File: config.mk
export PLATFORM = sky130hd
export DESIGN_NAME = md_issue_ctrl
export DESIGN_NICKNAME = d
export VERILOG_FILES = /design/src/rtl/md_pkg.sv /design/src/rtl/md_lat_counter.sv /design/src/rtl/md_issue_ctrl.sv
export SDC_FILE = /design/constraint.sdc
export NUM_CORES = 1
export LEC_CHECK = 0
export ABC_AREA = 1
export CAP_MARGIN = 20
export CORE_MARGIN = 2
export CORE_UTILIZATION = 47
export CTS_CLUSTER_SIZE = 8
export DETAILED_ROUTE_END_ITERATION = 8
export PLACE_DENSITY = 0.81
export SLEW_MARGIN = 20
export SYNTH_ARGS = -nofsm -noshare
export SYNTH_HDL_FRONTEND = slang
export SYNTH_HIERARCHICAL = 1
export SYNTH_SLANG_ARGS = --single-unit
File: constraint.sdc
create_clock -name clk -period 3.1 [get_ports clk]
set_clock_uncertainty 0.15 [all_clocks]
set_input_delay 0.465 -clock clk [delete_from_list [all_inputs] [get_ports clk]]
set_output_delay 0.465 -clock clk [all_outputs]
set_load 0.02 [all_outputs]
File: src/rtl/md_pkg.sv
//==============================================================================
// md_pkg : MD-op class encodings, output select constants, FSM state encoding
// Optional feature macro: MD_MADD_EN (MADD/MSUB family becomes start-class)
// Revision: 1.0 - initial release
//==============================================================================
`default_nettype none

package md_pkg;

   typedef logic [3:0] md_op_t;

   localparam md_op_t MD_NONE  = 4'd0;
   localparam md_op_t MD_MULT  = 4'd1;
   localparam md_op_t MD_MULTU = 4'd2;
   localparam md_op_t MD_DIV   = 4'd3;
   localparam md_op_t MD_DIVU  = 4'd4;
   localparam md_op_t MD_MADD  = 4'd5;
   localparam md_op_t MD_MADDU = 4'd6;
   localparam md_op_t MD_MSUB  = 4'd7;
   localparam md_op_t MD_MSUBU = 4'd8;
   localparam md_op_t MD_MTHI  = 4'd9;
   localparam md_op_t MD_MTLO  = 4'd10;
   localparam md_op_t MD_MFHI  = 4'd11;
   localparam md_op_t MD_MFLO  = 4'd12;

   localparam logic [2:0] MD_SEL_NONE = 3'd0;
   localparam logic [2:0] MD_SEL_MULT = 3'd1;
   localparam logic [2:0] MD_SEL_DIV  = 3'd2;
   localparam logic [2:0] MD_SEL_MADD = 3'd3;
   localparam logic [2:0] MD_SEL_MSUB = 3'd4;

   localparam logic [1:0] MD_WR_NONE = 2'd0;
   localparam logic [1:0] MD_WR_HI   = 2'd1;
   localparam logic [1:0] MD_WR_LO   = 2'd2;

   localparam logic [1:0] MD_LD_NONE = 2'd0;
   localparam logic [1:0] MD_LD_HI   = 2'd1;
   localparam logic [1:0] MD_LD_LO   = 2'd2;

   localparam logic [1:0] ST_IDLE  = 2'd0;
   localparam logic [1:0] ST_BUSY  = 2'd1;
   localparam logic [1:0] ST_DRAIN = 2'd2;

   function automatic logic md_is_start(input md_op_t op);
`ifdef MD_MADD_EN
      return op inside {MD_MULT, MD_MULTU, MD_DIV, MD_DIVU,
                        MD_MADD, MD_MADDU, MD_MSUB, MD_MSUBU};
`else
      return op inside {MD_MULT, MD_MULTU, MD_DIV, MD_DIVU};
`endif
   endfunction

   function automatic logic md_is_div(input md_op_t op);
      return op inside {MD_DIV, MD_DIVU};
   endfunction

   function automatic logic md_is_mt(input md_op_t op);
      return op inside {MD_MTHI, MD_MTLO};
   endfunction

   function automatic logic md_is_mf(input md_op_t op);
      return op inside {MD_MFHI, MD_MFLO};
   endfunction

   function automatic logic md_is_md(input md_op_t op);
      return md_is_start(op) || md_is_mt(op) || md_is_mf(op);
   endfunction

   function automatic logic [2:0] md_sel_of(input md_op_t op);
      case (op)
         MD_MULT, MD_MULTU: return MD_SEL_MULT;
         MD_DIV, MD_DIVU:   return MD_SEL_DIV;
         MD_MADD, MD_MADDU: return MD_SEL_MADD;
         MD_MSUB, MD_MSUBU: return MD_SEL_MSUB;
         default:           return MD_SEL_NONE;
      endcase
   endfunction

   function automatic logic md_u_of(input md_op_t op);
      return op inside {MD_MULTU, MD_DIVU, MD_MADDU, MD_MSUBU};
   endfunction

   function automatic logic [1:0] md_write_of(input md_op_t op);
      case (op)
         MD_MTHI: return MD_WR_HI;
         MD_MTLO: return MD_WR_LO;
         default: return MD_WR_NONE;
      endcase
   endfunction

   function automatic logic [1:0] md_load_of(input md_op_t op);
      case (op)
         MD_MFHI: return MD_LD_HI;
         MD_MFLO: return MD_LD_LO;
         default: return MD_LD_NONE;
      endcase
   endfunction

endpackage

`default_nettype wire

File: src/rtl/md_lat_counter.sv
//==============================================================================
// md_lat_counter : 4-bit loadable down-counter with is_one flag
// Revision: 1.0 - initial release
//==============================================================================
`default_nettype none

module md_lat_counter (
   input  logic       clk,
   input  logic       reset,
   input  logic       load,
   input  logic [3:0] load_val,
   input  logic       dec,
   output logic [3:0] cnt,
   output logic       is_one
);

   logic [3:0] cnt_q, cnt_d;

   always_comb begin
      cnt_d = cnt_q;
      if (load) begin
         cnt_d = load_val;
      end else if (dec && (cnt_q != 4'd0)) begin
         cnt_d = cnt_q - 4'd1;
      end
   end

   always_ff @(posedge clk) begin
      if (reset) begin
         cnt_q <= 4'd0;
      end else begin
         cnt_q <= cnt_d;
      end
   end

   assign cnt    = cnt_q;
   assign is_one = (cnt_q == 4'd1);

endmodule

`default_nettype wire

File: src/rtl/md_issue_ctrl.sv
//==============================================================================
// md_issue_ctrl : issue/stall control for the multiply/divide unit
// Optional feature macro: MD_MADD_EN (enables MADD/MSUB family issue)
// Revision: 1.0 - initial release
//==============================================================================
`default_nettype none

module md_issue_ctrl
   import md_pkg::*;
#(
   parameter int MULT_LAT = 5,
   parameter int DIV_LAT  = 10
) (
   input  logic       clk,
   input  logic       reset,
   input  logic [3:0] d_md_op,
   input  logic [3:0] e_md_op,
   input  logic       e_valid,
   input  logic       md_busy,
   output logic       md_start,
   output logic [2:0] md_sel,
   output logic       md_u,
   output logic [1:0] md_write,
   output logic [1:0] md_load,
   output logic       stall,
   output logic       md_err
);

   // The issue cycle is the first busy cycle, so BUSY holds for LAT-1 cycles.
   localparam logic [3:0] MULT_LOAD = 4'((MULT_LAT > 1) ? MULT_LAT - 1 : 1);
   localparam logic [3:0] DIV_LOAD  = 4'((DIV_LAT  > 1) ? DIV_LAT  - 1 : 1);

   logic [1:0] state_q, state_d;
   logic       err_q, err_d;
   logic       issue, e_start, e_mt;
   logic [3:0] cnt;
   logic       cnt_is_one;

   always_comb begin
      e_start  = e_valid && md_is_start(e_md_op);
      e_mt     = e_valid && md_is_mt(e_md_op);
      issue    = !reset && e_start && (state_q == ST_IDLE);

      md_start = issue;
      md_sel   = issue ? md_sel_of(e_md_op) : MD_SEL_NONE;
      md_u     = issue && md_u_of(e_md_op);
      md_write = (!reset && e_valid && (state_q == ST_IDLE)) ? md_write_of(e_md_op) : MD_WR_NONE;
      md_load  = e_valid ? md_load_of(e_md_op) : MD_LD_NONE;
      stall    = !reset && md_is_md(d_md_op) && ((state_q != ST_IDLE) || issue);

      state_d = state_q;
      case (state_q)
         ST_IDLE:  if (issue) state_d = ST_BUSY;
         ST_BUSY:  if (cnt_is_one) state_d = md_busy ? ST_DRAIN : ST_IDLE;
         ST_DRAIN: if (!md_busy) state_d = ST_IDLE;
         default:  state_d = ST_IDLE;
      endcase

      // Unit went idle too early, or an op that needs the unit reached E while it was busy.
      err_d = err_q;
      if ((state_q == ST_BUSY) && !md_busy && (cnt > 4'd1)) err_d = 1'b1;
      if ((state_q != ST_IDLE) && (e_start || e_mt))        err_d = 1'b1;
   end

   always_ff @(posedge clk) begin
      if (reset) begin
         state_q <= ST_IDLE;
         err_q   <= 1'b0;
      end else begin
         state_q <= state_d;
         err_q   <= err_d;
      end
   end

   md_lat_counter u_lat_counter (
      .clk      (clk),
      .reset    (reset),
      .load     (issue),
      .load_val (md_is_div(e_md_op) ? DIV_LOAD : MULT_LOAD),
      .dec      (state_q == ST_BUSY),
      .cnt      (cnt),
      .is_one   (cnt_is_one)
   );

   assign md_err = err_q;

endmodule

`default_nettype wire

# Yosys cells after proc, flatten, opt, wreduce, memory -nomap -nowiden
# Memories as Yosys holds them, arrays and structs flattened.
# Index checks and enable logic that the tools add are counted.
[totals]
register_bits = 7
input_bits = 12
memories = 1
output_inout_bits = 11
mem_bits_ro = 48
elab_cells = 77
[memory_table]
columns = ["name", "depth", "width", "read_ports", "rd_ports_with_merged_regs", "write_ports", "line", "text"]
rows = [
  ["(name not given)", 16, 3, 1, 0, 0, "md_pkg.sv:70", "case (op)"],
]
[op_classes]
n_lt_le_gt_ge = 1
n_eq_ne = 24
addsub = 1
mux = 15
reduce_logical = 32
[ops]
columns = ["operator", "n"]
rows = [
  ["equality test 4 bit, second input constant", 9],
  ["equality test 4 x 2 -> 1 bit, second input constant", 4],
  ["nonzero test 4 bit", 4],
  ["nonzero test 2 bit", 7],
  ["logical AND 1 bit", 13],
  ["equality test 4 x 1 -> 1 bit, second input constant", 3],
  ["equality test 4 x 3 -> 1 bit, second input constant", 3],
  ["2-to-1 mux 2 bit", 6],
  ["2-to-1 mux 4 bit", 3],
  ["one-hot mux 2 bit (2 select lines)", 2],
  ["!= test 2 bit, second input constant", 3],
  ["one-hot mux 2 bit (3 select lines)", 1],
  ["> comparator 4 x 1 -> 1 bit, second input constant", 1],
  ["logical OR 1 bit", 4],
  ["subtractor 4 x 1 -> 4 bit, second input constant", 1],
  ["2-to-1 mux 3 bit", 1],
  ["AND reduction 3 bit", 1],
  ["equality test 2 x 1 -> 1 bit, second input constant", 1],
  ["equality test 2 bit, second input constant", 1],
  ["logical NOT 1 bit", 2],
  ["logical NOT 2 bit", 1],
  ["2-to-1 mux 1 bit", 2],
]

# Logic depth before layout (Yosys ltp)
# Gate-level depths: netlist (run 1).
[depth]
ltp_word = 7
depth_mapped = 13
mapped_depth_nobuf = 13

# Cells and area by module
# Netlist (run 1), hierarchy kept.
[modules_own_cells]
columns = ["module", "seq_area_each_um2", "cells_each", "area_per_inst_um2", "n_inst"]
rows = [
  ["md_issue_ctrl", 60.1, 72, 426.7, 1],
  ["md_lat_counter", 80.1, 41, 296.5, 1],
]

# Worst setup path before layout (run 1)
# Ideal clock, no wire load.
[synth_timing]
path_kind = "input port to output port"
from = "in e_md_op[0]"
to = "out md_u"
cell_stages = 9
t_arrival_ns = 1.397
required_time_ns = 2.485
path_buffers = 0
setup_slack_ns = 1.088
cell_sequence = "inv_1 > ha_1 > inv_1 > nand2_1 > nand2_1 > nand3_2 > nand2_2 > inv_2 > and3_1"
[synth_via]
elab_chain_cells = 6
elab_cells_between_ends = 12
classes_between = "6 x eq/ne; 6 x reduce/logical"
[synth_rtl]
columns = ["item", "line", "text"]
rows = [
  ["from (decl)", "md_issue_ctrl.sv:17", "input logic [3:0] e_md_op,"],
  ["equality test 4 x 1 -> 1 bit, or another cell as far along", "md_pkg.sv:49", "return op inside {MD_MULT, MD_MULTU, MD_DIV, MD_DIVU};"],
  ["nonzero test 4 bit *", "md_pkg.sv:49", ""],
  ["logical AND 1 bit *", "md_issue_ctrl.sv:40", "e_start = e_valid && md_is_start(e_md_op);"],
  ["logical AND 1 bit * (2 in series)", "md_issue_ctrl.sv:42", "issue = !reset && e_start && (state_q == ST_IDLE);"],
  ["named net md_start", "md_issue_ctrl.sv:20", "output logic md_start,"],
  ["logical AND 1 bit *", "md_issue_ctrl.sv:46", "md_u = issue && md_u_of(e_md_op);"],
  ["to (decl)", "md_issue_ctrl.sv:22", "output logic md_u,"],
]
# The timed path passes the listed nets; every way through them passes the cells marked *.

# Final worst setup path (run 1)
[layout_timing]
from = "in e_md_op[0]"
to = "out md_sel[2]"
[layout_via]
elab_chain_cells = 6
elab_cells_between_ends = 10
classes_between = "4 x eq/ne; 1 x mux; 4 x reduce/logical; 1 x memory"
[layout_rtl]
columns = ["item", "line", "text"]
rows = [
  ["equality test 4 x 1 -> 1 bit, or another cell as far along", "md_pkg.sv:49", ""],
  ["nonzero test 4 bit", "md_pkg.sv:49", ""],
  ["logical AND 1 bit", "md_issue_ctrl.sv:40", ""],
  ["logical AND 1 bit (2 in series)", "md_issue_ctrl.sv:42", ""],
  ["2-to-1 mux 3 bit *", "md_issue_ctrl.sv:45", "md_sel = issue ? md_sel_of(e_md_op) : MD_SEL_NONE;"],
  ["to (decl)", "md_issue_ctrl.sv:21", "output logic [2:0] md_sel,"],
]
# Every way passes the cells marked *; elsewhere a longest branch is shown, timed or not.

==> impl_metrics.tcl, run 1 <==
set metrics [dict create \
    area.sequential_sq_um 140.1 \
    die_area_sq_mm 0.001868 \
    rows 14 \
    cts_tree "done" \
    multi_input_area_sq_um 489.2 \
    grt_pass1_wl_mm 2.725 \
    pre_cts_ws_ns 0.03277 \
    final-max-slew-violation-count 0 \
    grtUsageTotal_pct 19.79 \
    path_class "in2out" \
    area_growth_pct 38.58 \
    yosys-mux-area-fraction_pct 0 \
    dr.pass1.iters 4 \
    synth_xor_area_share_pct 2.422 \
    min_period_over_period_pct 94.27 \
    drc 0 \
    period_minus_slack_ns 2.922 \
    drtIter0Drc 7 \
    numCtsBuffers 3 \
    end_kind "primary output" \
    worst_slack_ns 0.1778 \
    power.leakage_uw 0.0005446 \
    final_area_sq_mm 0.001002 \
    synth_adder_area_share_pct 12.11 \
    grt_setup_unrepaired "no" \
    avgSynthCellArea_sq_um 6.400 \
    pin_count 23 \
    die_height_um 43.23 \
    synthCells 113 \
    start_kind "input pin" \
    critical_path_required_ns 2.48 \
    yosys.area_share.simple_pct 41.35 \
    power.density_mw_per_mm2 264.6 \
    final_layout_size_suffix_gt1_share_pct 16.43 \
    hpwl_mm 1.374 \
    finalSetupViolations 0 \
    worstPathMaxFanout 4 \
    min_path_type "reg2reg" \
    finalHoldViolCount 0 \
    overflow 0 \
    avgRoutedWirePerCell_um 10.46 \
    grt_max_degree 8 \
    nets 160 \
    gp_congestion 0.8545 \
    start_util_pct 49.15 \
    antenna_cells 0 \
    io_buffers 21 \
    ctsHoldBuffers 0 \
    fillers 142 \
    dieWidth_um 43.23 \
    yosysWarnings 6 \
    fin_setup_tns_ns 0 \
    ys_seq_area_share_pct 19.38 \
    ys_seq_elements 7 \
    ctsRootBufferMaster "clkbuf_4" \
    yosysTopAreaCellShare_pct 19.38 \
    cap_violations 0 \
    arrival_ns 2.31 \
    yosysTopAreaCell "dfxtp_1" \
    clkTransAtPathRegs_ns 0.05 \
    instances_no_fill 156 \
    antenna_found_initial 0 \
    dpl_cell_area_sq_um 968.4 \
    synthesis.nets 132 \
    vias_per_cell 4.897 \
    outcome "completed" \
    worstSkewPairLatency_ns 0.25 \
    peakVddDrop_mv 0.1196 \
    cts_sinks 7 \
    core_area_sq_mm 0.001471 \
    grt_pass1_vias 711 \
    netlist_area_sq_um 723.2 \
    synth_top_family_by_area "simple AND/OR/NAND/NOR gates" \
    synth_cell_type_count 24 \
    ant_nets 0 \
    htree_levels 1 \
    fmax_mhz 342.2 \
    synth-compound-area-share_pct 11.25 \
    wl_mm 1.632 \
    clockBufferDepth 2 \
    vias 764 \
    place_inst 152 \
    cts_setup_buffers 0 \
    ys_top_cells_by_area "dfxtp_1, ha_1, inv_1, nand2_1, nor2_1" \
]
layout make-up:
| cell class | count | area share [%] |
|---|---|---|
| inverter | 25 | 9.363 |
| tap | 16 | 1.998 |
| multi-input combinational | 81 | 48.81 |
| sequential | 7 | 13.98 |
| clock buffer | 4 | 2.622 |
| timing repair buffer | 23 | 23.22 |
cell usage after synthesis, drive strengths merged:
cell   number
a21oi       6
a22oi       1
and3        1
conb        1
dfxtp       7
ha          7
inv        25
nand2      22
nand3      10
nor2       17
nor3        6
nor3b       1
o21ai       4
o21ba       1
o22ai       1
or2         1
xor2        2
worst max-delay path, cell delays in order:
cell and delay [ns]:
clkdlybuf4s50_1 0.53, inv_1 0.08, ha_1 0.19, inv_1 0.10, nand2_1 0.08, nand2_1 0.07
nand3_2 0.08, nand2_2 0.11, nor2_1 0.06, clkdlybuf4s50_1 0.53
repair_timing:
action	CTS	global route
setup endpoints to repair	0	3
hold endpoints to repair	0	0
gates resized for setup	0	3
metrics by stage:
step | util, % | power (uW) | hold WS [ns]
4_1_cts | 67.60 | 268.7 | 0.3511
2_1_floorplan | - | 150.1 | 0.3169
3_5_place_dp | 65.82 | 183.6 | 0.3435
3_3_place_gp | 65.82 | 181.3 | 0.3324
6_report | 68.11 | 265.2 | 0.3452
5_1_grt | 68.11 | 283.8 | 0.3745
power by group:
| group | switching [uW] | total [uW] | internal [uW] |
|---|---|---|---|
| combinational | 46.3 | 84.2 | 37.9 |
| sequential | 3.87 | 97.7 | 93.8 |
| clock | 34.1 | 83.3 | 49.1 |
layer usage:
| layer | vias up | share of wire, % | global-route usage, % |
|---|---|---|---|
| met3 | 4 | 3.5 | 1.702 |
| met2 | 16 | 53 | 38.21 |
| met5 | - | 0 | 0 |
| met1 | 339 | 41 | 18.60 |
| li1 | 405 | - | - |
| met4 | 0 | 2.8 | 14.55 |
layout by cell type (no fill, tap or decap):
cell type / count
a21oi_1: 4
a21oi_2: 2
a22oi_1: 1
and3_1: 1
buf_4: 2
clkbuf_1: 1
clkbuf_4: 3
clkdlybuf4s50_1: 18
conb_1: 1
dfxtp_1: 7
dlymetal6s2s_1: 3
ha_1: 7
inv_1: 21
inv_2: 4
nand2_1: 18
nand2_2: 2
nand2_4: 2
nand3_1: 6
nand3_2: 4
nor2_1: 14
nor2_2: 3
nor3_1: 5
nor3_2: 1
nor3b_1: 1
o21ai_0: 4
o21ba_1: 1
o22ai_1: 1
or2_1: 1
xor2_1: 2
state kept, by name (all words and copies together), names as in the netlist:
register,count
state_q,2
md_err,1
u_lat_counter/cnt,4
final timing paths:
| path | depth (start not counted) | slack [ns] | start | to |
|---|---|---|---|---|
| worst max-delay path | 10 | 0.18 | e_md_op[0] | md_sel[2] |
| worst min-delay path | 2 | 0.35 | state_q[1]$_SDFFE_PP0P_ | state_q[1]$_SDFFE_PP0P_ |
| worst max register to register | 10 | 1.42 | state_q[0]$_SDFFE_PP0P_ | u_lat_counter/cnt[3]$_SDFFE_PP0P_ |
| worst min register to register | 2 | 0.35 | state_q[1]$_SDFFE_PP0P_ | state_q[1]$_SDFFE_PP0P_ |
kinds of logic (layout without fill, tap and decap cells):
logic type / Yosys count / in the layout
AND/OR/NAND/NOR: 58 / 58
buffers and inverters: 25 / 52
AO/OA/AOI/OAI: 13 / 13
adder cells (fa/ha/maj): 7 / 7
flip-flops: 7 / 7
XOR/XNOR: 2 / 2
other: 1 / 1
Power figures use the tool's default switching activity.
==> inputs of run 2 (changes only) <==
- PLACE_DENSITY: 0.81 -> 0.9
==> run 2 against run 1 <==
Against the previous run:
- wire length rose by 1.4%
- power fell by 0.61%
- cell area decreased by 0.25%
- worst hold slack improved by 0.014 ns
- core utilization fell by 0.17 points
- critical path depth fell by 2
- clock-buffer cell count did not move
- largest cell class unchanged
- largest power group unchanged
==> impl_metrics.tcl, run 2 (synthesized netlist as in run 1, its figures left out) <==
set metrics [dict create \
    final_layout_size_suffix_gt1_share_pct 16.43 \
    cts_tree "done" \
    wl_mm 1.655 \
    finalSetupViolations 0 \
    place_inst 152 \
    critical_path_required_ns 2.48 \
    grtUsageTotal_pct 19.74 \
    drtIter0Drc 12 \
    final_common_cell "inv_1" \
    gp_congestion 0.7705 \
    min_period_over_period_pct 95.95 \
    antenna_found_initial 0 \
    clockBufferDepth 2 \
    dr.pass1.iters 4 \
    die_height_um 43.23 \
    vias_per_cell 4.885 \
    htree_levels 1 \
    post_cts_resize_count 0 \
    cpPeakStageDelay_ns 0.63 \
    cts_setup_buffers 0 \
    grt_pass1_wl_mm 2.849 \
    numCtsBuffers 3 \
    instances_no_fill 156 \
    dieWidth_um 43.23 \
    dpl_cell_area_sq_um 968.4 \
    grt_setup_unrepaired "no" \
    worstSkewPairLatency_ns 0.25 \
    ctsRootBufferMaster "clkbuf_4" \
    fin_util_pct 67.94 \
    ant_nets 0 \
    start_util_pct 49.15 \
    finalHoldViolCount 0 \
    hpwl_mm 1.295 \
    antenna_cells 0 \
    ctsHoldBuffers 0 \
    power.density_mw_per_mm2 263.6 \
    largest_reg_flops 4 \
    end_kind "primary output" \
    cap_violations 0 \
    overflow 0 \
    peakVddDrop_mv 0.1363 \
    core_area_sq_mm 0.001471 \
    avgRoutedWirePerCell_um 10.61 \
    drc 0 \
    regToRegSetupSlack_ns 1.43 \
    outcome "completed" \
    area.sequential_sq_um 140.1 \
    grt_pass1_vias 744 \
    slowest_stage "clkdlybuf4s50_1" \
    area_growth_pct 38.24 \
    fin_setup_tns_ns 0 \
    pin_count 23 \
    cp_num_buf_inv 3 \
    io_buffers 21 \
    period_minus_slack_ns 2.975 \
    vias 762 \
    die_area_sq_mm 0.001868 \
    arrival_ns 2.36 \
    rows 14 \
    fillers 135 \
    path_class "in2out" \
    cts_sinks 7 \
    multi_input_area_sq_um 489.2 \
    crit_family "buffers and inverters" \
    nets 160 \
    final-max-slew-violation-count 0 \
    fmax_mhz 336.2 \
    start_kind "input pin" \
    final_area_sq_um 999.7 \
    path_cells "clkdlybuf4s50_1, inv_1, ha_1, nand3_2, nand3_2, nand2_2, a21oi_1, clkdlybuf4s50_1" \
    clkTransAtPathRegs_ns 0.05 \
    hold_slack_ns 0.3590 \
    worstPathMaxFanout 4 \
    final_cell_mix "inv_1, clkdlybuf4s50_1, nand2_1" \
    min_path_type "reg2reg" \
    grt_max_degree 8 \
    power.leakage_uw 0.0005260 \
]
==> run 2: changes by cell type in the layout (fill, tap and decap cells not counted) <==
cell and change:
clkdlybuf4s50_1 +1, dlymetal6s2s_1 -1
==> run 2: report_power, final <==
part | internal [uW] | switching [uW] | total, uW
logic | 37.9 | 46.2 | 84.1
clock network | 49.0 | 32.3 | 81.4
registers | 93.8 | 4.29 | 98.1
total | 181 | 82.8 | 264
==> run 2: through the flow <==
stage / power, uW / worst slack (ns)
2_1_floorplan: 150.1 / 1.088
3_5_place_dp: 183.0 / 0.01549
5_1_grt: 282.1 / 0.01424
4_1_cts: 267.1 / 0.01340
6_report: 263.6 / 0.1255
3_3_place_gp: 180.5 / 0.06912
==> run 2: routing by layer <==
layer  share of wire, %  global-route usage (%)  wire [um]
met2                 53                   34.93        875
met1                 43                   22.86        712
met4               0.60                   11.52         10
met5                  0                       0          0
met3                3.4                   1.277         56
==> run 2: path summary, 6_finish.rpt <==
check,startpoint,to,cells past startpoint
worst max-delay path,e_md_op[0],md_sel[1],8
worst min-delay path,state_q[1]$_SDFFE_PP0P_,state_q[1]$_SDFFE_PP0P_,2
worst max register to register,state_q[0]$_SDFFE_PP0P_,u_lat_counter/cnt[3]$_SDFFE_PP0P_,10
worst min register to register,state_q[1]$_SDFFE_PP0P_,state_q[1]$_SDFFE_PP0P_,2
==> run 2: worst reg2reg max path, delay by kind of cell, from the launching register on <==
kind / cells / cell delay [ns]
AOI/OAI and AO/OA: 1 / 0.05
buffers and inverters: 4 / 0.34
and+or+nand+nor: 5 / 0.73
DFF: 1 / 0.31
==> run 2: cell type report <==
class | count | area share [%]
Inverter | 25 | 9.387
Clock buffer | 4 | 2.628
Tap cell | 16 | 2.003
Sequential cell | 7 | 14.02
Multi-Input combinational cell | 81 | 48.94
Timing Repair Buffer | 23 | 23.03
